===== src/rtl/if_stage.sv =====
// if_stage: instruction fetch stage with a small circular fetch queue.
//
// The PC register addresses instruction memory combinationally; each cycle
// the returned word is pushed into the queue together with its PC whenever
// there is room (or the head is being drained in the same cycle). The queue
// head is presented to decode with a valid/ready handshake. A redirect
// flushes the queue and restarts fetch at the word-aligned target.
//
// Parameters:
//   RESET_PC  PC loaded by reset
//   QDEPTH    fetch queue depth, 2 or 4 (pointers wrap by natural overflow)
//
// Optional feature macro:
//   STATIC_BTFN_EN  static backward-taken/forward-not-taken prediction for
//                   conditional branches; undefined -> always pc+4 and
//                   out_pred_taken tied low
//
// Ports:
//   clk             clock, all state updates on rising edge
//   reset           synchronous, active-high
//   imem_addr       instruction memory byte address (= pc)
//   imem_rdata      instruction word for imem_addr, same cycle
//   redirect_valid  flush and refetch from redirect_pc
//   redirect_pc     redirect target (low two bits ignored)
//   out_valid       queue head valid toward decode
//   out_ready       decode accepts the head
//   out_pc          PC of the head instruction
//   out_instr       head instruction word
//   out_pred_taken  head was fetched under a taken prediction
module if_stage #(
  parameter logic [63:0] RESET_PC = 64'h0,
  parameter int          QDEPTH   = 2
) (
  input  logic        clk,
  input  logic        reset,
  output logic [63:0] imem_addr,
  input  logic [31:0] imem_rdata,
  input  logic        redirect_valid,
  input  logic [63:0] redirect_pc,
  output logic        out_valid,
  input  logic        out_ready,
  output logic [63:0] out_pc,
  output logic [31:0] out_instr,
  output logic        out_pred_taken
);

  // Depth is restricted to powers of two so pointer increment wraps for free.
  localparam int PW = (QDEPTH > 2) ? 2 : 1;
  localparam int CW = PW + 1;

  logic [63:0]   pc;
  logic [63:0]   pc_next;
  logic [63:0]   q_pc    [QDEPTH];
  logic [31:0]   q_instr [QDEPTH];
  logic [PW-1:0] head;
  logic [PW-1:0] tail;
  logic [CW-1:0] count;
  logic          deq;
  logic          enq;
  logic          unused_rpc_lsbs;

  assign unused_rpc_lsbs = ^redirect_pc[1:0];

  assign imem_addr = pc;
  assign out_valid = (count != '0);
  assign out_pc    = q_pc[head];
  assign out_instr = q_instr[head];

  assign deq = out_valid && out_ready;
  // A full queue that is draining this cycle still accepts the new fetch.
  assign enq = !redirect_valid && ((count < CW'(QDEPTH)) || deq);

`ifdef STATIC_BTFN_EN
  logic          q_pred [QDEPTH];
  logic          pred_taken;
  logic [63:0]   b_imm;

  assign b_imm = {{51{imem_rdata[31]}}, imem_rdata[31], imem_rdata[7],
                  imem_rdata[30:25], imem_rdata[11:8], 1'b0};
  // Sign bit of the B-immediate set means a backward branch: predict taken.
  assign pred_taken = (imem_rdata[6:0] == 7'b1100011) && imem_rdata[31];
  assign pc_next    = pred_taken ? (pc + b_imm) : (pc + 64'd4);
  // Gate with out_valid so a stale entry left behind by a flush never shows.
  assign out_pred_taken = out_valid && q_pred[head];

  always_ff @(posedge clk) begin
    if (!reset && enq) begin
      q_pred[tail] <= pred_taken;
    end
  end
`else
  assign pc_next        = pc + 64'd4;
  assign out_pred_taken = 1'b0;
`endif

  always_ff @(posedge clk) begin
    if (reset) begin
      pc    <= RESET_PC;
      head  <= '0;
      tail  <= '0;
      count <= '0;
    end else if (redirect_valid) begin
      // Any handshake this cycle is discarded along with the queue contents.
      pc    <= {redirect_pc[63:2], 2'b00};
      head  <= '0;
      tail  <= '0;
      count <= '0;
    end else begin
      if (enq) begin
        q_pc[tail]    <= pc;
        q_instr[tail] <= imem_rdata;
        tail          <= tail + 1'b1;
        pc            <= pc_next;
      end
      if (deq) begin
        head <= head + 1'b1;
      end
      case ({enq, deq})
        2'b10:   count <= count + CW'(1);
        2'b01:   count <= count - CW'(1);
        default: count <= count;
      endcase
    end
  end

endmodule


===== config.mk =====
export PLATFORM = sky130hd
export DESIGN_NAME = if_stage
export DESIGN_NICKNAME = d
export VERILOG_FILES = /design/src/rtl/if_stage.sv
export SDC_FILE = /design/constraint.sdc
export NUM_CORES = 1
export LEC_CHECK = 0
export BUFFER_PORTS_ARGS = -buffer_cell sky130_fd_sc_hd__buf_2
export CORE_MARGIN = 1.5
export CORE_UTILIZATION = 59
export CTS_BUF_LIST = sky130_fd_sc_hd__clkbuf_8
export DETAILED_ROUTE_END_ITERATION = 8
export PLACE_DENSITY = 0.85
export SLEW_MARGIN = 20
export SYNTH_ARGS = -nofsm -noshare
export SYNTH_HDL_FRONTEND = slang
export SYNTH_SLANG_ARGS = --single-unit

===== constraint.sdc =====
create_clock -name clk -period 9.6 [get_ports clk]
set_input_delay 1.92 -clock clk [delete_from_list [all_inputs] [get_ports clk]]
set_output_delay 1.92 -clock clk [all_outputs]
set_load 0.02 [all_outputs]

# After elaboration in Yosys (flattened, before gate mapping)
# Memories as Yosys holds them, arrays and structs flattened. A register that Yosys moved wholly into a read port is not among the register bits.
# Index checks and enable logic that the tools add are counted.
dict set report word_totals {
  reg_bits 68
  mem_bits_rw 192
  input_bits 100
  out_inout_bits 162
  wordCells 34
  mem_count 2
}
dict set report op_classes {
  add_sub_neg 5
  order_cmp 1
  eq_ne 2
  n_mux 11
  reduce_logical 8
}
# memory words width read_ports rd_ports_with_merged_regs write_ports line
set memory_table {}
lappend memory_table {q_pc 2 64 1 1 1 53} ;# logic [63:0] q_pc [QDEPTH];
lappend memory_table {q_instr 2 32 1 1 1 54} ;# logic [31:0] q_instr [QDEPTH];
# op n
set ops {}
lappend ops {{$mux 64} 2}
lappend ops {{$add 64x3->64 const B} 1}
lappend ops {{$mux 1} 8}
lappend ops {{$reduce_bool 2->1} 3}
lappend ops {{$pmux 2 s2} 1}
lappend ops {{$add 1x1->1 const B} 2}
lappend ops {{$add 2x1->2 const B} 1}
lappend ops {{$eq 2x1->1 const B} 1}
lappend ops {{$eq 2x2->1 const B} 1}
lappend ops {{$logic_and 1x1->1} 2}
lappend ops {{$lt 2x2->1 const B} 1}
lappend ops {{$reduce_or 2->1} 1}
lappend ops {{$sub 2x1->2 const B} 1}
lappend ops {{$logic_not 1->1} 1}
lappend ops {{$logic_or 1x1->1} 1}

# Depth between registers and ports, before layout
# Gate-level depths: netlist of run 1.
dict set report logic_depth {
  ltp_word 8
  depth_mapped 8
  depth_no_buf 7
}

# Worst setup path before layout of run 1
# No wires, ideal clock.
dict set report synth_timing {
  kind {input port to flip-flop}
  startpoint {input redirect_valid}
  endpoint {memory q_instr[0][0] (enable)}
  setup_time_ps 547
  arrival_time_ps 6625
  required_time_ps 9053
  setup_slack_ps 2427
  cell_stages 6
  path_cell_list {clkbuf_1 clkbuf_1 clkbuf_1 nor2_1 nand2_1 nor2_1}
}
dict set report synth_via {
  elab_chain_cells 6
}
# item line
set synth_lines {}
lappend synth_lines {{from (decl)} 38} ;# input logic redirect_valid,
lappend synth_lines {{$logic_not 1->1} 71} ;# assign enq = !redirect_valid && ((count < CW'(QDEPTH)) || deq);
lappend synth_lines {{$logic_and 1x1->1} 71}
lappend synth_lines {{$mux 1} 109} ;# if (enq) begin
lappend synth_lines {{$mux 1 (*)} 102} ;# end else if (redirect_valid) begin
lappend synth_lines {{$mux 1 (*)} 97} ;# if (reset) begin
lappend synth_lines {{$mux 1 (implied by the code) (*)} 111} ;# q_instr[tail] <= imem_rdata;
lappend synth_lines {{to (decl)} 54}
# Every way passes the cells marked *; elsewhere a longest branch is shown, timed or not.

==> results of run 1 <==
[layout by cell type, fill, tap and decap left out, types with 4 or more instances in the layout]
cell type	count
buf_4	7
nand4_1	29
buf_2	254
a21oi_1	9
a2111oi_0	15
xnor2_1	17
nor2_1	54
o2111a_1	7
nor4b_1	5
dfxtp_1	66
nor2b_1	7
xor2_1	12
clkinv_1	5
or3_1	8
nand2_1	47
clkinv_2	12
a211oi_1	26
or2_2	4
and2_1	5
inv_1	21
mux2_2	95
and4_1	13
a311oi_1	10
o21ai_0	12
diode_2	4
edfxtp_1	188
mux2i_1	4
clkbuf_8	45
nor4_1	11
conb_1	5
nand3_1	14
nor3_1	24
and3_1	17
[state kept, by name, indices dropped and copies added, names as in the netlist, named ones only]
| register | cells |
|---|---|
| imem_addr | 62 |
| tail | 1 |
| q_instr | 64 |
| q_pc | 124 |
| head | 1 |
| count | 2 |
[worst paths after layout]
check / end / slack [ns] / cells past startpoint
min reg2reg: q_pc[1][19] / 0.53 / 0
max reg2reg: imem_addr[49] / 6.41 / 5
max: out_pc[58] / 5.12 / 3
min: q_pc[1][19] / 0.53 / 0
[routing by layer]
metal	track usage	up-vias	wire, µm
li1	-	3605	-
met1	0.355	3753	10800
met2	0.432	379	12300
met3	0.0641	60	2210
met4	0.108	2	721
met5	0	-	12
[metrics by stage]
stage	hold WS [ns]	setup WS (ns)	instances	area [µm²]	power, mW
after floorplan	0.520	2.43	808	10800	1.43
after global placement	0.515	4.83	1245	12200	1.50
after detailed placement	0.523	4.76	1245	12200	1.51
after CTS	0.532	5.11	1316	13000	2.43
after global routing	0.543	4.99	1318	13000	2.50
final	0.529	5.12	1320	13000	2.42
[layout make-up]
class,instances,area share
Antenna cell,4,0.000769
Clock buffer,45,0.0476
Clock inverter,26,0.0150
Inverter,17,0.00490
Multi-Input combinational cell,483,0.271
Sequential cell,255,0.537
Tap cell,229,0.0220
Timing Repair Buffer,261,0.102
[where the power goes]
part	internal, mW	switching (mW)
sequential	1.23	0.0441
combinational	0.0825	0.132
clock	0.513	0.415
total	1.83	0.591
[worst max-delay path, stage by stage (launching register included)]
cell and delay [ns]:
dfxtp_4 0.67, buf_4 0.71, mux2_2 0.42, buf_2 0.17
[cells by family (layout without fill, tap and decap cells)]
| family | after synthesis | in the layout | share of synthesized area |
|---|---|---|---|
| muxes | 99 | 99 | 0.103 |
| AOI/OAI and AO/OA | 95 | 95 | 0.0686 |
| buffers and inverters | 70 | 349 | 0.0266 |
| and+or+nand+nor | 253 | 253 | 0.128 |
| other | 1 | 9 | 0.000348 |
| DFF | 255 | 255 | 0.648 |
| adders and majority gates | 2 | 2 | 0.00232 |
| xor gates and xnor gates | 29 | 29 | 0.0236 |
==> metrics.yaml, run 1 <==
rsz0062_at_grt: "no"
grt_overflow: 0
async_flop_share: 0
synth_ff_type: "edfxtp_1"
place.port_buffers: 254
grt_max_degree: 75
avgSynthCellArea_um2: 13.4
clockBufferDepth: 3
antenna_found_initial: 5
hold_viol: 0
die_h_um: 138
htree_levels: 2
rows: 49
cts_setup_buffers: 0
fmax_ghz: 0.223
synthTopCellsByCount: "edfxtp_1, mux2_2, dfxtp_1"
yosysSeqAreaShare: 0.648
fillCellCount: 1207
fin_tns_setup_ns: 0
fin_util: 0.725
min_period_ns: 4.48
syn_area_um2: 10800
hold_class: "reg2reg"
drt_iter0_drc: 408
leakage_nw: 4.94
relSlewSlack: 0.320
synth_top_cell_area_share: 0.524
worstHoldStart: "imem_addr[19]"
maxCapViolCount: 0
postRouteAntennaNets: 0
synth.distinct_cells: 51
cts_hold_buf: 0
grt_pass1_vias: 7567
syn_to_final_growth_pct: 20.8
start_util: 0.600
fin_worst_skew_ns: 0.0146
viasPerCell: 5.91
final.period_utilization: 0.466
crit_path_start_kind: "register"
synth_cells: 804
cts_sinks: 255
num_vias: 7799
grt_pass1_wl_um: 40700
status: "finished, final reports clean"
synth_edf_count: 188
yosysMostFrequentCell: "edfxtp_1"
setup_violations: 0
drc: 0
track_usage: 0.268
path_clk_slew_ns: 0.07
rr_startpoint: "imem_addr[10]"
cts_buffers: 39
place.gp.congestion: 0.811
slew_viol_final: 0
yosys_warnings: 0
crit_path_max_fanout: 58
ios: 262
critPathRequiredTime_ns: 7.68
synthTopCellsByArea: "edfxtp_1, dfxtp_1, mux2_2"
post_drt_wl_per_cell_um: 19.7
dieArea_um2: 19100
ys_ff_latch: 255
power_density_nw_per_um2: 186
end_kind: "primary output"
tightest_slew_ns: 1.01
core_area_um2: 18000
final-seq-area_um2: 6990
drtPass1Iterations: 5
worst_skew_pair.late_latency_ns: 0.53
path_class: "reg2out"
drive_above_1_share: 0.400
cp.arrival_ns: 2.56
vdd_drop_max_mv: 0.144
wl_um: 26000
die_x_um: 138
cts_tree: "yes"
nets: 1159
cts_resized: 0
multiInputGateArea_um2: 3530
synth_area_leader_cell: "edfxtp_1"
root_buffer: "clkbuf_8"
dpl.hpwl_um: 17300
No activity file was read; power rests on OpenSTA's default activity.
==> run 2, diff against run 1 <==
CORE_UTILIZATION = 50   (was 59)
PLACE_DENSITY = 0.76   (was 0.85)
clock period = 3.8 ns   (was 9.6 ns; I/O delays follow)
==> metrics.yaml, run 2 (synthesized netlist as in run 1, its figures left out) <==
num_vias: 7723  # -0.97%
clockBufferDepth: 3  # unchanged
fin_tns_setup_ns: 0  # unchanged
wl_um: 26800  # +3.2%
cts_setup_buffers: 0  # unchanged
viasPerCell: 5.60  # -5.3%
vdd_drop_max_mv: 0.263  # +83%
cts_resized: 0  # unchanged
cts_hold_buf: 0  # unchanged
use_met1: 0.291  # -0.0632
htree_levels: 2  # unchanged
crit_path_max_fanout: 13  # -78%
start_util: 0.511  # -0.0889
tightest_slew_ns: 0.977  # -0.0355 ns
post_drt_wl_per_cell_um: 19.5  # -1.3%
grt_pass1_vias: 7724  # +2.1%
path_delay_family: "simple AND/OR/NAND/NOR gates"
rr_startpoint: "imem_addr[10]"
rsz0062_at_grt: "no"
fin_util: 0.622  # -0.103
r2r_cells: 5  # unchanged
fin_worst_skew_ns: 0.0189  # +0.00434 ns
setup_violations: 0  # unchanged
largest_register_ffs: 124  # unchanged
hold_class: "in2reg"
final.period_utilization: 0.787
grt_use_met2: 0.387  # -0.0448
r2r_setup_slack_ns: 0.81  # -5.60 ns
drt_iter0_drc: 434  # +6.4%
cts_buffers: 42  # +7.7%
track_usage: 0.235  # -0.0330
crit_path_start_kind: "register"
cts_tree: "yes"
syn_to_final_growth_pct: 21.7
cts_sinks: 255  # unchanged
path_depth: 5  # +2
place.port_buffers: 254  # unchanged
path_clk_slew_ns: 0.06  # about the same
placed_area_um2: 12300  # +1.2%
drive_above_1_share: 0.391  # -0.00872
rows: 53  # +8.2%
ios: 262  # unchanged
slowest_stage: "or4_4"
cp-startpoint: "imem_addr[10]"
end_kind: "register"
die_h_um: 150  # +8.4%
worst-path-buf-inv: 0  # -2
cp.arrival_ns: 3.39  # +0.83 ns
grt_overflow: 0  # unchanged
path_cells: "nand2_1, or4_4, or3_1, or3_1, a2111oi_0"
status: "finished, final reports clean"
worst_skew_pair.late_latency_ns: 0.54  # about the same
most-common-layout-cells: "buf_2, edfxtp_1, mux2_2"
grt_max_degree: 64  # -15%
drc: 0  # unchanged
place_inst: 1299  # +4.3%
final_common_cell: "buf_2"
maxCapViolCount: 0  # unchanged
root_buffer: "clkbuf_8"
slew_viol_final: 0  # unchanged
power_density_nw_per_um2: 455  # +140%
r2r_end: "imem_addr[49]"
die_x_um: 150  # +8.4%
leakage_nw: 4.98  # +0.81%
fin_hold_ws_ns: 0.411  # -0.118 ns
fin_cells: 1380  # +4.5%
busiest_layer: "met2"
fmax_ghz: 0.334
core_area_um2: 21100  # +17%
grt_pass1_wl_um: 40900  # +0.39%
cp-endpoint: "imem_addr[49]"
nets: 1170  # +0.95%
cp_common_cell: "or3_1"
hold_viol: 0  # unchanged
dieArea_um2: 22500  # +18%
cpPeakStageDelay_ns: 0.71  # about the same
largest-register: "q_pc"
relSlewSlack: 0.343  # +0.0234
min_period_ns: 2.99
path_class: "reg2reg"
critPathRequiredTime_ns: 4.20  # -3.48 ns
drtPass1Iterations: 5  # unchanged
antenna_found_initial: 5  # unchanged
place.gp.congestion: 0.811  # about the same
grt_use_met3: 0.0790  # +0.0149
fin_area_um2: 13100  # +0.72%
postRouteAntennaNets: 0  # unchanged
dpl.hpwl_um: 18200  # +4.7%
## run 2: cell count changes in the layout (fill, tap and decap cells not counted)
| cell | delta |
|---|---|
| inv_1 | +11 |
| buf_4 | +6 |
| clkinv_1 | +7 |
| bufinv_16 | -2 |
| clkinv_2 | -10 |
| clkbuf_8 | -1 |
| buf_12 | +2 |
| clkinvlp_4 | +1 |
## run 2: per-stage QoR
| step | power (mW) | worst slack [ns] |
|---|---|---|
| CTS | 6.03 | 0.808 |
| global route | 6.19 | 0.650 |
| floorplan | 3.60 | 0.407 |
| detailed placement | 3.83 | 0.775 |
| finish | 5.96 | 0.808 |
| global placement | 3.81 | 0.827 |
## run 2: power by group
group / switching (mW) / internal, mW
Combinational: 0.337 / 0.213
Sequential: 0.108 / 3.12
Clock: 1.05 / 1.14
Total: 1.49 / 4.47
## run 2: final cells by class
class / count / area (µm²)
Fill cell: 1688 / 7970
Sequential cell: 255 / 6990
Multi-Input combinational cell: 483 / 3530
Timing Repair Buffer: 269 / 1410
Clock buffer: 44 / 606
Tap cell: 275 / 344
Clock inverter: 33 / 160
Inverter: 17 / 63.8
Antenna cell: 4 / 10.0
## run 2: how the worst min path moves through the flow
| stage | from | end | slack, ns | depth (start not counted) |
|---|---|---|---|---|
| floorplan | head | register | 0.52 | 2 |
| global placement | imem_addr[9] | q_pc[0][9] | 0.52 | 0 |
| detailed placement | imem_addr[6] | q_pc[0][6] | 0.52 | 0 |
| CTS | imem_rdata[19] | q_instr[0][19] | 0.38 | 1 |
| global route | imem_rdata[18] | q_instr[0][18] | 0.39 | 1 |
| finish | imem_rdata[19] | q_instr[0][19] | 0.41 | 1 |
## run 2: routing by layer
layer,wire [µm],vias to the layer above
met4,688,8
met2,12600,341
met3,2790,72
met5,46,-
met1,10800,3667
li1,-,3635
==> run 3, diff against run 2 <==
ABC_AREA = 1   (was unset)
CORE_UTILIZATION = 56   (was 50)
PLACE_DENSITY = 0.8   (was 0.76)
clock period = 2.8 ns   (was 3.8 ns; I/O delays follow)
==> metrics.yaml, run 3 <==
path_delay_family: "buffers and inverters"
post_drt_wl_per_cell_um: 17.9  # -7.8%
die_x_um: 148  # -1.5%
fmax_ghz: 0.394
setup_violations: 0  # unchanged
wl_um: 30900  # +15%
path_clk_slew_ns: 0.06  # about the same
place.gp.congestion: 0.938  # +16%
start_util: 0.575  # +0.0641
yosys_warnings: 0  # unchanged
antenna_found_initial: 1  # -4
fin_ws_ns: 0.260  # -0.548 ns
worst_skew_pair.late_latency_ns: 0.55  # about the same
fin_worst_skew_ns: 0.0331  # +0.0142 ns
hold_class: "in2reg"
largest-register: "q_pc"
rows: 52  # -1.9%
root_buffer: "clkbuf_8"
num_vias: 9289  # +20%
path_cells: "buf_12, mux2_2, buf_2"
htree_levels: 2  # unchanged
yosysSeqAreaShare: 0.596  # -0.0518
viasPerCell: 5.38  # -3.8%
synth_area_leader_cell: "edfxtp_1"
syn_to_final_growth_pct: 20.7
min_period_ns: 2.54
fillCellCount: 1627  # -3.6%
place_inst: 1648  # +27%
final-seq-area_um2: 6990  # unchanged
most-common-layout-cells: "nand2_1, buf_2, edfxtp_1"
placed_area_um2: 13400  # +8.2%
grt_pass1_vias: 8900  # +15%
async_flop_share: 0  # unchanged
synthTopCellsByArea: "edfxtp_1, dfxtp_1, mux2_2"
leakage_nw: 5.64  # +13%
avgSynthCellArea_um2: 10.3  # -24%
final.period_utilization: 0.907
crit_path_start_kind: "register"
cts_tree: "yes"
cpPeakStageDelay_ns: 0.42  # -0.29 ns
track_usage: 0.282  # +0.0466
grt_max_degree: 95  # +48%
power_density_nw_per_um2: 575  # +27%
end_kind: "primary output"
fin_cells: 1725  # +25%
postRouteAntennaNets: 0  # unchanged
cts_hold_buf: 0  # unchanged
critPathRequiredTime_ns: 2.24  # -1.96 ns
path_class: "reg2out"
hold_viol: 0  # unchanged
cp.arrival_ns: 1.98  # -1.41 ns
dpl.hpwl_um: 22000  # +21%
status: "finished, final reports clean"
ys_ff_latch: 255  # unchanged
die_h_um: 148  # -1.5%
grt_overflow: 0  # unchanged
cts_setup_buffers: 0  # unchanged
cts_buffers: 41  # -2.4%
worst-path-buf-inv: 2  # +2
place.port_buffers: 254  # unchanged
core_area_um2: 20400  # -3.4%
ios: 262  # unchanged
slowest_stage: "mux2_2"
synth_ff_type: "edfxtp_1"
largest_register_ffs: 124  # unchanged
nets: 1523  # +30%
rsz0062_at_grt: "no"
drc: 0  # unchanged
synthTopCellsByCount: "nand2_1, edfxtp_1, nor2_1"
fin_area_um2: 14100  # +7.8%
power_mw: 8.13  # +36%
crit_path_max_fanout: 94  # +81
synth.distinct_cells: 40  # -22%
vdd_drop_max_mv: 0.412  # +57%
relSlewSlack: 0.557  # +0.213
drt_iter0_drc: 643  # +48%
drtPass1Iterations: 5  # unchanged
cts_sinks: 255  # unchanged
drive_above_1_share: 0.317  # -0.0742
slew_viol_final: 0  # unchanged
tightest_slew_ns: 0.665  # -0.312 ns
multiInputGateArea_um2: 4180  # +18%
final_common_cell: "nand2_1"
maxCapViolCount: 0  # unchanged
clockBufferDepth: 3  # unchanged
grt_pass1_wl_um: 47800  # +17%
dieArea_um2: 21800  # -2.9%
syn_area_um2: 11700  # +8.7%
fin_tns_setup_ns: 0  # unchanged
synth_cells: 1143  # +42%
synth_edf_count: 188  # unchanged
synth_top_cell_area_share: 0.482  # -0.0418
cts_resized: 0  # unchanged
pre_cts_slack_ns: 0.635  # -0.140 ns
yosysMostFrequentCell: "nand2_1"
## run 3: path summary, 6_finish.rpt
kind                                startpoint              to  slack (ns)  cells after the start
worst max-delay path                  register   out_instr[20]        0.26                      3
worst min-delay path            imem_rdata[16]  q_instr[1][16]        0.22                      1
worst min register to register            head        register        0.44                      1
worst max register to register        count[1]   imem_addr[41]        0.68                     11
## run 3: metrics by stage
stage | utilization | hold slack [ns]
final | 0.694 | 0.218
after global routing | 0.694 | 0.195
after CTS | 0.694 | 0.197
after detailed placement | 0.656 | 0.433
after global placement | 0.656 | 0.429
after floorplan | - | 0.425
## run 3: power breakdown
group          switching (mW)  leakage (nW)  internal, mW  total (mW)
Clock                    1.40         0.462          1.61        3.01
Combinational           0.489          2.86         0.285       0.774
Sequential              0.135          2.32          4.22        4.35
## run 3: cell families after synthesis
logic type,synth area share
flip-flops,0.596
AO/OA/AOI/OAI,0.0659
other,0.000320
multiplexers,0.0903
AND/OR/NAND/NOR,0.190
adder cells (fa/ha/maj),0.00214
XOR/XNOR,0.00449
buffers and inverters,0.0505
## run 3: layer usage
layer	part of all wire	wire [µm]	global-route usage	vias up
li1	-	-	-	4496
met5	0	0	0	-
met1	0.43	13300	0.397	4378
met4	0.020	623	0.0800	0
met3	0.079	2450	0.0540	49
met2	0.47	14500	0.448	366
## run 3: final cells by class
| type | count | share of cell area |
|---|---|---|
| diodes | 2 | 0.000354 |
| multi-input cells | 747 | 0.296 |
| flip-flops and latches | 255 | 0.494 |
| inverters | 106 | 0.0281 |
| repair buffers | 270 | 0.102 |
| clock inverters | 32 | 0.0135 |
| clock buffers | 43 | 0.0419 |
| well taps | 270 | 0.0239 |
